**config.mk**
```make
export PLATFORM = sky130hd
export DESIGN_NAME = pc_gen_bp
export DESIGN_NICKNAME = d
export VERILOG_FILES = /design/src/rtl/pc_gen_bp_pkg.sv /design/src/rtl/pc_gen_bp_btb.sv /design/src/rtl/pc_gen_bp.sv
export SDC_FILE = /design/constraint.sdc
export NUM_CORES = 2
export LEC_CHECK = 0
export BUFFER_PORTS_ARGS = -buffer_cell sky130_fd_sc_hd__buf_2
export CAP_MARGIN = 10
export CORE_MARGIN = 3
export CORE_UTILIZATION = 55
export CTS_CLUSTER_SIZE = 24
export DETAILED_ROUTE_END_ITERATION = 12
export GPL_ROUTABILITY_DRIVEN = 0
export PLACE_DENSITY = 0.71
export SKIP_CTS_REPAIR_TIMING = 1
export SYNTH_ARGS = -nofsm -noshare
export SYNTH_HDL_FRONTEND = slang
export SYNTH_SLANG_ARGS = --single-unit
```
**constraint.sdc**
```tcl
create_clock -name clk -period 6.4 [get_ports clk]
set_input_delay 1.28 -clock clk [delete_from_list [all_inputs] [get_ports clk]]
set_output_delay 1.28 -clock clk [all_outputs]
set_load 0.1 [all_outputs]
```
**src/rtl/pc_gen_bp_pkg.sv**
```systemverilog
// Shared types and constants for the branch-predicting PC generator.
//   fsm_state_e : fetch FSM states (BOOT, RUN, FLUSH)
//   CTR_*       : 2-bit saturating counter encodings
//   ctr_next    : saturating counter step toward the resolved direction
package pc_gen_bp_pkg;

    localparam logic TRUE  = 1'b1;
    localparam logic FALSE = 1'b0;

    typedef enum logic [1:0] {
        ST_BOOT  = 2'd0,
        ST_RUN   = 2'd1,
        ST_FLUSH = 2'd2
    } fsm_state_e;

    localparam logic [1:0] CTR_SNT = 2'b00;
    localparam logic [1:0] CTR_WNT = 2'b01;
    localparam logic [1:0] CTR_WT  = 2'b10;
    localparam logic [1:0] CTR_ST  = 2'b11;

    // Saturating increment on taken, saturating decrement on not-taken.
    function automatic logic [1:0] ctr_next(input logic [1:0] ctr, input logic taken);
        logic [1:0] res;
        if (taken) begin
            res = (ctr == CTR_ST) ? CTR_ST : ctr + 2'd1;
        end else begin
            res = (ctr == CTR_SNT) ? CTR_SNT : ctr - 2'd1;
        end
        return res;
    endfunction

endpackage

```
**src/rtl/pc_gen_bp_btb.sv**
```systemverilog
// Direct-mapped branch target buffer with 2-bit direction counters.
//   clk, rst        : clock, async active-low reset (clears all entries)
//   lookup_pc_i     : PC to predict for (combinational lookup)
//   pred_taken_o    : hit with counter in a taken state
//   pred_target_o   : stored target when predicted taken, else 0
//   upd_valid_i     : apply a branch resolution at the next edge
//   upd_pc_i        : PC of the resolved branch
//   upd_taken_i     : resolved direction
//   upd_target_i    : resolved target
module pc_btb
    import pc_gen_bp_pkg::*;
#(
    parameter int unsigned LEN        = 32,
    parameter int unsigned BTB_DEPTH  = 16,
    parameter int unsigned INST_BYTES = 4
) (
    input  logic           clk,
    input  logic           rst,
    input  logic [LEN-1:0] lookup_pc_i,
    output logic           pred_taken_o,
    output logic [LEN-1:0] pred_target_o,
    input  logic           upd_valid_i,
    input  logic [LEN-1:0] upd_pc_i,
    input  logic           upd_taken_i,
    input  logic [LEN-1:0] upd_target_i
);

    localparam int unsigned IB = $clog2(INST_BYTES);
    localparam int unsigned XB = $clog2(BTB_DEPTH);
    localparam int unsigned TW = LEN - IB - XB;

    logic           valid_q  [BTB_DEPTH];
    logic [TW-1:0]  tag_q    [BTB_DEPTH];
    logic [LEN-1:0] target_q [BTB_DEPTH];
    logic [1:0]     ctr_q    [BTB_DEPTH];

    logic [XB-1:0] lk_idx;
    logic [TW-1:0] lk_tag;
    logic          lk_hit;
    logic [XB-1:0] up_idx;
    logic [TW-1:0] up_tag;
    logic          up_hit;

    // Instruction-alignment bits never take part in indexing or tagging.
    if (IB > 0) begin : g_lsb
        logic unused_lsb;
        assign unused_lsb = ^{lookup_pc_i[IB-1:0], upd_pc_i[IB-1:0]};
    end

    // Lookup reads registered storage only, so a same-cycle update is not visible.
    always_comb begin
        lk_idx        = lookup_pc_i[IB+XB-1:IB];
        lk_tag        = lookup_pc_i[LEN-1:IB+XB];
        lk_hit        = valid_q[lk_idx] && (tag_q[lk_idx] == lk_tag);
        pred_taken_o  = lk_hit && ctr_q[lk_idx][1];
        pred_target_o = pred_taken_o ? target_q[lk_idx] : '0;
    end

    always_comb begin
        up_idx = upd_pc_i[IB+XB-1:IB];
        up_tag = upd_pc_i[LEN-1:IB+XB];
        up_hit = valid_q[up_idx] && (tag_q[up_idx] == up_tag);
    end

    // Hit trains the counter; taken miss allocates over whatever was there.
    always_ff @(posedge clk or negedge rst) begin
        if (!rst) begin
            for (int i = 0; i < int'(BTB_DEPTH); i++) begin
                valid_q[i]  <= FALSE;
                tag_q[i]    <= '0;
                target_q[i] <= '0;
                ctr_q[i]    <= CTR_WNT;
            end
        end else if (upd_valid_i) begin
            if (up_hit) begin
                ctr_q[up_idx] <= ctr_next(ctr_q[up_idx], upd_taken_i);
                if (upd_taken_i) begin
                    target_q[up_idx] <= upd_target_i;
                end
            end else if (upd_taken_i) begin
                valid_q[up_idx]  <= TRUE;
                tag_q[up_idx]    <= up_tag;
                target_q[up_idx] <= upd_target_i;
                ctr_q[up_idx]    <= CTR_WT;
            end
        end
    end

endmodule

```
**src/rtl/pc_gen_bp.sv**
```systemverilog
// Fetch PC generator with BTB prediction and prioritised redirects.
//   clk, rst           : clock, async active-low reset
//   rdy_in             : global enable; low freezes PC, FSM and BTB
//   redirect_valid/pc  : redirect channels, channel 0 highest priority
//   fetch_valid/ready  : handshake offering fetch_pc to IF
//   fetch_pc           : current fetch PC
//   fetch_pred_taken   : BTB predicts taken for fetch_pc
//   fetch_pred_target  : predicted target, 0 when not taken
//   upd_*              : branch resolution used to train the BTB
module pc_gen_bp
    import pc_gen_bp_pkg::*;
#(
    parameter int unsigned    LEN          = 32,
    parameter logic [LEN-1:0] RESET_PC     = '0,
    parameter int unsigned    INST_BYTES   = 4,
    parameter int unsigned    BTB_DEPTH    = 16,
    parameter int unsigned    NUM_REDIRECT = 2
) (
    input  logic                        clk,
    input  logic                        rst,
    input  logic                        rdy_in,
    input  logic [NUM_REDIRECT-1:0]     redirect_valid,
    input  logic [NUM_REDIRECT*LEN-1:0] redirect_pc,
    output logic                        fetch_valid,
    input  logic                        fetch_ready,
    output logic [LEN-1:0]              fetch_pc,
    output logic                        fetch_pred_taken,
    output logic [LEN-1:0]              fetch_pred_target,
    input  logic                        upd_valid,
    input  logic [LEN-1:0]              upd_pc,
    input  logic                        upd_taken,
    input  logic [LEN-1:0]              upd_target
);

    fsm_state_e     state_q;
    logic [LEN-1:0] pc_q;
    logic           fetch_valid_q;

    logic           redir_any;
    logic [LEN-1:0] redir_pc;
    logic [LEN-1:0] next_pc;

    pc_btb #(
        .LEN        (LEN),
        .BTB_DEPTH  (BTB_DEPTH),
        .INST_BYTES (INST_BYTES)
    ) u_btb (
        .clk           (clk),
        .rst           (rst),
        .lookup_pc_i   (pc_q),
        .pred_taken_o  (fetch_pred_taken),
        .pred_target_o (fetch_pred_target),
        .upd_valid_i   (upd_valid && rdy_in),
        .upd_pc_i      (upd_pc),
        .upd_taken_i   (upd_taken),
        .upd_target_i  (upd_target)
    );

    // Scan from the highest channel down so the lowest asserted index wins.
    always_comb begin
        redir_any = FALSE;
        redir_pc  = '0;
        for (int i = int'(NUM_REDIRECT) - 1; i >= 0; i--) begin
            if (redirect_valid[i]) begin
                redir_any = TRUE;
                redir_pc  = redirect_pc[i*LEN +: LEN];
            end
        end
    end

    // Sequential increment wraps naturally at LEN bits.
    always_comb begin
        next_pc = fetch_pred_taken ? fetch_pred_target : pc_q + LEN'(INST_BYTES);
    end

    // Redirect beats the handshake advance in every state.
    always_ff @(posedge clk or negedge rst) begin
        if (!rst) begin
            state_q       <= ST_BOOT;
            pc_q          <= RESET_PC;
            fetch_valid_q <= FALSE;
        end else if (rdy_in) begin
            if (redir_any) begin
                state_q       <= ST_FLUSH;
                pc_q          <= redir_pc;
                fetch_valid_q <= FALSE;
            end else begin
                case (state_q)
                    ST_BOOT, ST_FLUSH: begin
                        state_q       <= ST_RUN;
                        fetch_valid_q <= TRUE;
                    end
                    ST_RUN: begin
                        if (fetch_valid_q && fetch_ready) begin
                            pc_q <= next_pc;
                        end
                    end
                    default: begin
                        state_q       <= ST_BOOT;
                        fetch_valid_q <= FALSE;
                    end
                endcase
            end
        end
    end

    assign fetch_pc    = pc_q;
    assign fetch_valid = fetch_valid_q;

endmodule

```
=== Yosys cells after proc, flatten, opt, wreduce, memory -nomap -nowiden ===
Cells that the tools add are included.

* Register bits: 1011
* Bits of input ports: 136
* Output and inout port bits: 66
* Word-level logic and storage cells: 155

* Add/sub/neg operators: 3
* Order comparisons: 3
* Equal/unequal tests: 6
* Muxes and demuxes: 52
* Bitwise operators: 7
* Reduce and logical (&&, ||, !) cells: 17

{| class="wikitable"
|+ Operators by type and width
! operator !! number
|-
| bitwise mux 512 bit || 1
|-
| bitwise mux 416 bit || 1
|-
| two-way mux 32 bit || 12
|-
| binary-select mux 26 bit (select 4 bit) || 2
|-
| two-way mux 26 bit || 5
|-
| binary-select mux 32 bit (select 4 bit) || 1
|-
| demux 32 bit (select 4 bit) || 1
|-
| demux 26 bit (select 4 bit) || 1
|-
| equality test 26 bit || 2
|-
| adder 32 x 3 -> 32 bit (second input constant) || 1
|-
| bitwise mux 32 bit || 1
|-
| OR 16 bit || 2
|-
| two-way mux 2 bit || 11
|-
| AND 16 bit || 1
|-
| binary-select mux 2 bit (select 4 bit) || 2
|-
| inverter 16 bit || 1
|-
| >= comparator 5 bit (second input constant) || 2
|-
| inverter 4 -> 5 bit || 2
|-
| binary-select mux 1 bit (select 4 bit) || 2
|-
| demux 2 bit (select 4 bit) || 1
|-
| two-way mux 1 bit || 8
|-
| logical AND 1 bit || 6
|-
| AND reduction 2 bit || 3
|-
| AND reduction 3 bit || 2
|-
| other kinds (13) || 17
|}

=== Logic depth before layout (Yosys ltp) ===
* Depth after elaboration: 12
* Depth in mapped cells: 17
* Depth with buffers taken out: 9

=== Cells and area by module ===
A second synthesis with hierarchy kept.

* Cells, all modules: 3407
* Area, all modules: 50991.4 um^2

{| class="wikitable"
|+ Modules (own cells, without submodules)
! module !! instances !! cells each !! area an instance (um^2) !! seq. area each (um^2)
|-
| pc_btb || 1 || 3059 || 48242.5 || 24443.4
|-
| pc_gen_bp || 1 || 348 || 2748.9 || 850.8
|}

=== Least setup slack after synthesis ===
OpenSTA, ideal clock, no wires.

* Path kind: reg2out
* From: register pc_q[3] (netlist: fetch_pc[3])
* To: output fetch_pred_target[14]
* Arrival time: 5.134 ns
* Required time: 5.120 ns
* Path slack: -0.014 ns
* Cell stages (with the launch flop): 14
* Path buffers: 6
* Cells stage by stage: dfrtp_1 buf_2 buf_4 buf_4 buf_4 mux4_2 o221ai_1 xor2_1 nand4_1 nor4b_2 nand3_2 buf_2 clkbuf_1 nor2b_1

* Cells in the longest elaborated chain, start to end: 8

{| class="wikitable"
|+ RTL lines
! what !! line !! source
|-
| start, declared || pc_gen_bp.sv:36 || <nowiki>logic [LEN-1:0] pc_q;</nowiki>
|-
| start signal, assigned || pc_gen_bp.sv:85 || <nowiki>pc_q <= redir_pc;</nowiki>
|-
| start signal, assigned || pc_gen_bp.sv:95 || <nowiki>pc_q <= next_pc;</nowiki>
|-
| inverter 4 -> 5 bit (not written as such) * || pc_gen_bp_btb.sv:54, pc_gen_bp_btb.sv:55, pc_gen_bp_btb.sv:56 ||
|-
| binary-select mux 26 bit (select 4 bit) || pc_gen_bp_btb.sv:54 || <nowiki>lk_hit = valid_q[lk_idx] && (tag_q[lk_idx] == lk_tag);</nowiki>
|-
| two-way mux 26 bit (not written as such) (2 in series) || pc_gen_bp_btb.sv:54 ||
|-
| equality test 26 bit || pc_gen_bp_btb.sv:54 ||
|-
| logical AND 1 bit || pc_gen_bp_btb.sv:54 ||
|-
| logical AND 1 bit || pc_gen_bp_btb.sv:55 || <nowiki>pred_taken_o = lk_hit && ctr_q[lk_idx][1];</nowiki>
|-
| two-way mux 32 bit * || pc_gen_bp_btb.sv:56 || <nowiki>pred_target_o = pred_taken_o ? target_q[lk_idx] : '0;</nowiki>
|-
| end, declared || pc_gen_bp.sv:28 || <nowiki>output logic [LEN-1:0] fetch_pred_target,</nowiki>
|}

Every way passes the cells marked *; elsewhere a longest branch is shown, timed or not. The select of a mux whose other input is x is not followed.

=== Worst setup path in the final report ===
* From: register pc_q[2] (netlist: fetch_pc[2])
* To: output fetch_pred_target[25]

The elaborated chain is that of the path after synthesis.

==> results_dict.tcl <==
set metrics [dict create \
    status "finished clean" \
    setup.worst_path.end_class "primary output" \
    first_global_vias 34131 \
    arrival_ns 4.92 \
    critPathBufInv 3 \
    grt-ovfl-total 0 \
    first_pass_iters 5 \
    start_util_pct 55.6 \
    fmax_ghz 0.161 \
    die-area_um2 98400 \
    rsz0062_at_grt "false" \
    vias_per_cell 6.67 \
    power.density_nw_per_um2 309 \
    leakagePower_nw 26.6 \
    preCtsSetupSlack_ns 0.912 \
    clockRootBuffer "clkbuf_16" \
    setup_slack_ns 0.199 \
    num_rows 112 \
    hold-worst-slack_ns 0.481 \
    antenna_found_initial 13 \
    p_sw_mw 5.35 \
    ctsHtreeMaxLevel 3 \
    die_h_um 314 \
    synth-warning-count 0 \
    grt_pass1_wl_mm 225 \
    crit_top_cell "buf_12" \
    portBuffers 199 \
    drive_above_1_share_pct 46.5 \
    min-delay-path-class "flip-flop to flip-flop" \
    p_sw_share_pct 29.6 \
    finalMaxSlewViolations 0 \
    syn_to_final_growth_pct 12.2 \
    critPathKind "flip-flop to primary output" \
    clk_pin_slew_worst_paths_ns 0.06 \
    synth_top_area_cell "dfrtp_1" \
    setup-violations-final 0 \
    core_um2 93600 \
    num_vias 33264 \
    grt_usage_pct 30.7 \
    crit_family "simple AND/OR/NAND/NOR gates" \
    cts_tree "done" \
    skew_ns 0.0363 \
    drc 0 \
    hold_viol 0 \
    stdcell_count 4989 \
    start_kind "flip-flop" \
    final_util_pct 62.4 \
    pwr-share-comb_pct 21.4 \
    p_int_mw 12.7 \
    ys.flop_type "dfrtp_1" \
    cts_made_buffers 106 \
    drtIter0Drc 3096 \
    ir_drop_mv 0.248 \
    clock-sinks 1010 \
    synth_seq_cells 1010 \
    synth_top_cells_by_area "dfrtp_1, mux2_2, mux4_2" \
    synthArstFlopShare_pct 100 \
    finalCritPeriodShare_pct 96.9 \
    worst_pin_slew_ns 1.01 \
    drt-wirelength-per-cell_um 30.2 \
    num-fill-cells 7144 \
    clock_path_buffers 3 \
    slew_headroom_pct 31.7 \
    io_pins 202 \
    hpwlAfterDp_mm 92.4 \
    finalCriticalPeriod_ns 6.20 \
    synth.distinct_cells 79 \
    cap_viol_max_count 0 \
    crit_path_top_delay_cell "dfrtp_4" \
    worst_path_largest_cell_delay_ns 0.60 \
    die-width_um 314 \
    clockPowerShare_pct 34.6 \
    nNetsFinal 3773 \
    worstPathCellList "buf_4, mux4_2, mux2i_1, xnor2_1, a211oi_1, nand4_1, and3b_1, nand3_4, buf_12, nor2b_1, buf_12" \
    insertion_delay_ns 0.71 \
    yosys.area.top_type_share_pct 47.8 \
    seqCellArea_um2 25300 \
    grt_max_degree 166 \
    required_ns 5.12 \
    seq_power_share_pct 43.9 \
    multiInputGateArea_um2 25000 \
    avgSynthCellArea_um2 14.6 \
    ys_seq_area_share_pct 48.6 \
    syn-cell-area_um2 52100 \
    syn_nets 3693 \
    place_inst 4780 \
    syn_inst 3556 \
    drtAntennaViolNets 0 \
    synth-edff-count 0 \
    crit_fanout 30 \
    drt_wl_total_mm 151 \
]
==> path summary, 6_finish.rpt <==
path	startpoint	end	slack, ns	cells past startpoint
setup / recovery	fetch_pc[2]	fetch_pred_target[25]	0.20	11
hold / removal	u_btb.ctr_q[14]	u_btb.ctr_q[14]	0.48	2
setup reg to reg	fetch_pc[3]	fetch_pc[0]	2.09	12
hold reg to reg	u_btb.ctr_q[14]	u_btb.ctr_q[14]	0.48	2
max in group asynchronous	rst	u_btb.tag_q[240]	4.22	2
min in group asynchronous	rst	u_btb.tag_q[158]	0.70	1
==> registers in the layout, indices dropped and copies added, names as in the netlist <==
signal,count
u_btb.ctr_q,32
fetch_pc,32
u_btb.valid_q,16
u_btb.target_q,512
state_q,2
u_btb.tag_q,416
==> power by group through the flow <==
| stage | Clock (mW) | Sequential (mW) | Combinational, mW |
|---|---|---|---|
| final | 6.25 | 7.93 | 3.86 |
| after global routing | 6.58 | 8.01 | 4.10 |
| after CTS | 6.32 | 7.91 | 3.83 |
| after detailed placement | 0 | 8.02 | 3.81 |
| after global placement | 0 | 7.97 | 3.75 |
| after floorplan | 0 | 7.96 | 2.59 |
==> cells in the mapped netlist (all sizes together), types with 4 or more instances <==
library cell  number
nand4             27
o22a               5
o31ai              7
inv               14
buf              156
nand2b            31
mux4             373
a21oi             31
or2               12
a211oi            19
or3b              13
nor3              26
and2               8
o21a               4
a21o               4
and3              13
xnor2             39
nor2              85
o221ai            25
mux2i            123
clkbuf           191
a221oi            10
a2bb2oi           18
nand2             83
a22o               7
dfstp             16
mux2             938
nor4               7
nor2b             51
xor2              33
a22oi             16
o22ai             17
and4               4
o21ai             61
dfrtp            994
nand3             45
==> tightest hold or removal path, cell delays in order, from the launching register on <==
cell     delay [ns]
dfstp_2        0.37
nand2_1        0.05
nand3_1        0.06
==> metrics by stage <==
| stage | power (mW) | instance area [um^2] | TNS [ns] |
|---|---|---|---|
| final | 18.0 | 58400 | 0 |
| after global routing | 18.7 | 58400 | 0 |
| after global placement | 11.7 | 54800 | 0 |
| after floorplan | 10.5 | 52100 | -0.232 |
| after CTS | 18.1 | 58300 | 0 |
| after detailed placement | 11.8 | 54800 | 0 |
==> area by class of cell <==
type / count / area share (%)
inverter: 15 / 0.0964
clock inverter: 25 / 0.495
sequential: 1010 / 43.3
antenna: 10 / 0.0429
multi-input combinational: 2184 / 42.8
timing repair buffer: 319 / 4.98
tap: 1254 / 2.69
clock buffer: 172 / 5.55
==> cells by family (layout without fill, tap and decap cells) <==
kind of cell | Yosys count | count (layout) | share of synthesized area (%)
flops | 1010 | 1010 | 48.6
compound gates | 256 | 256 | 3.45
mux | 1434 | 1434 | 38.8
other cells | 0 | 10 | 0
xor+xnor | 72 | 72 | 1.21
buf+inv | 362 | 531 | 3.65
simple gates | 419 | 419 | 4.26
fa+ha+maj | 3 | 3 | 0.0625
==> metal layers <==
metal  track usage (%)  part of all wire [%]  vias up
li1                  -                     -    13616
met1              43.6                    41    17837
met2              47.5                    46     1481
met3              6.94                   8.7      322
met4              9.85                   3.4        8
met5                 0                 0.037        -
==> layout by cell type (no fill, tap or decap), types with 14 or more instances in the layout <==
cell       synthesis  layout
nand3_1           44      44
dfstp_2           16      16
mux2i_1          123     122
nand2_1           83      74
clkbuf_1         191      33
mux2_1           145     145
clkbuf_16          0     107
buf_12             0      72
clkbuf_8           0      32
clkinv_2           0      14
o22ai_1           17      17
a2bb2oi_1         18      18
a21oi_1           31      31
nor2_1            84      75
xnor2_1           39      39
buf_2             51     162
nand4_1           27      27
nand2b_1          31      23
buf_4             52      82
o221ai_1          25      24
o21ai_0           59      59
nor2b_1           51      51
mux4_2           373     373
nor3_1            25      25
dfrtp_1          994     990
a22oi_1           16      15
xor2_1            33      33
mux2_2           793     793
a211oi_1          19      19
(Power assumes the default switching activity.)
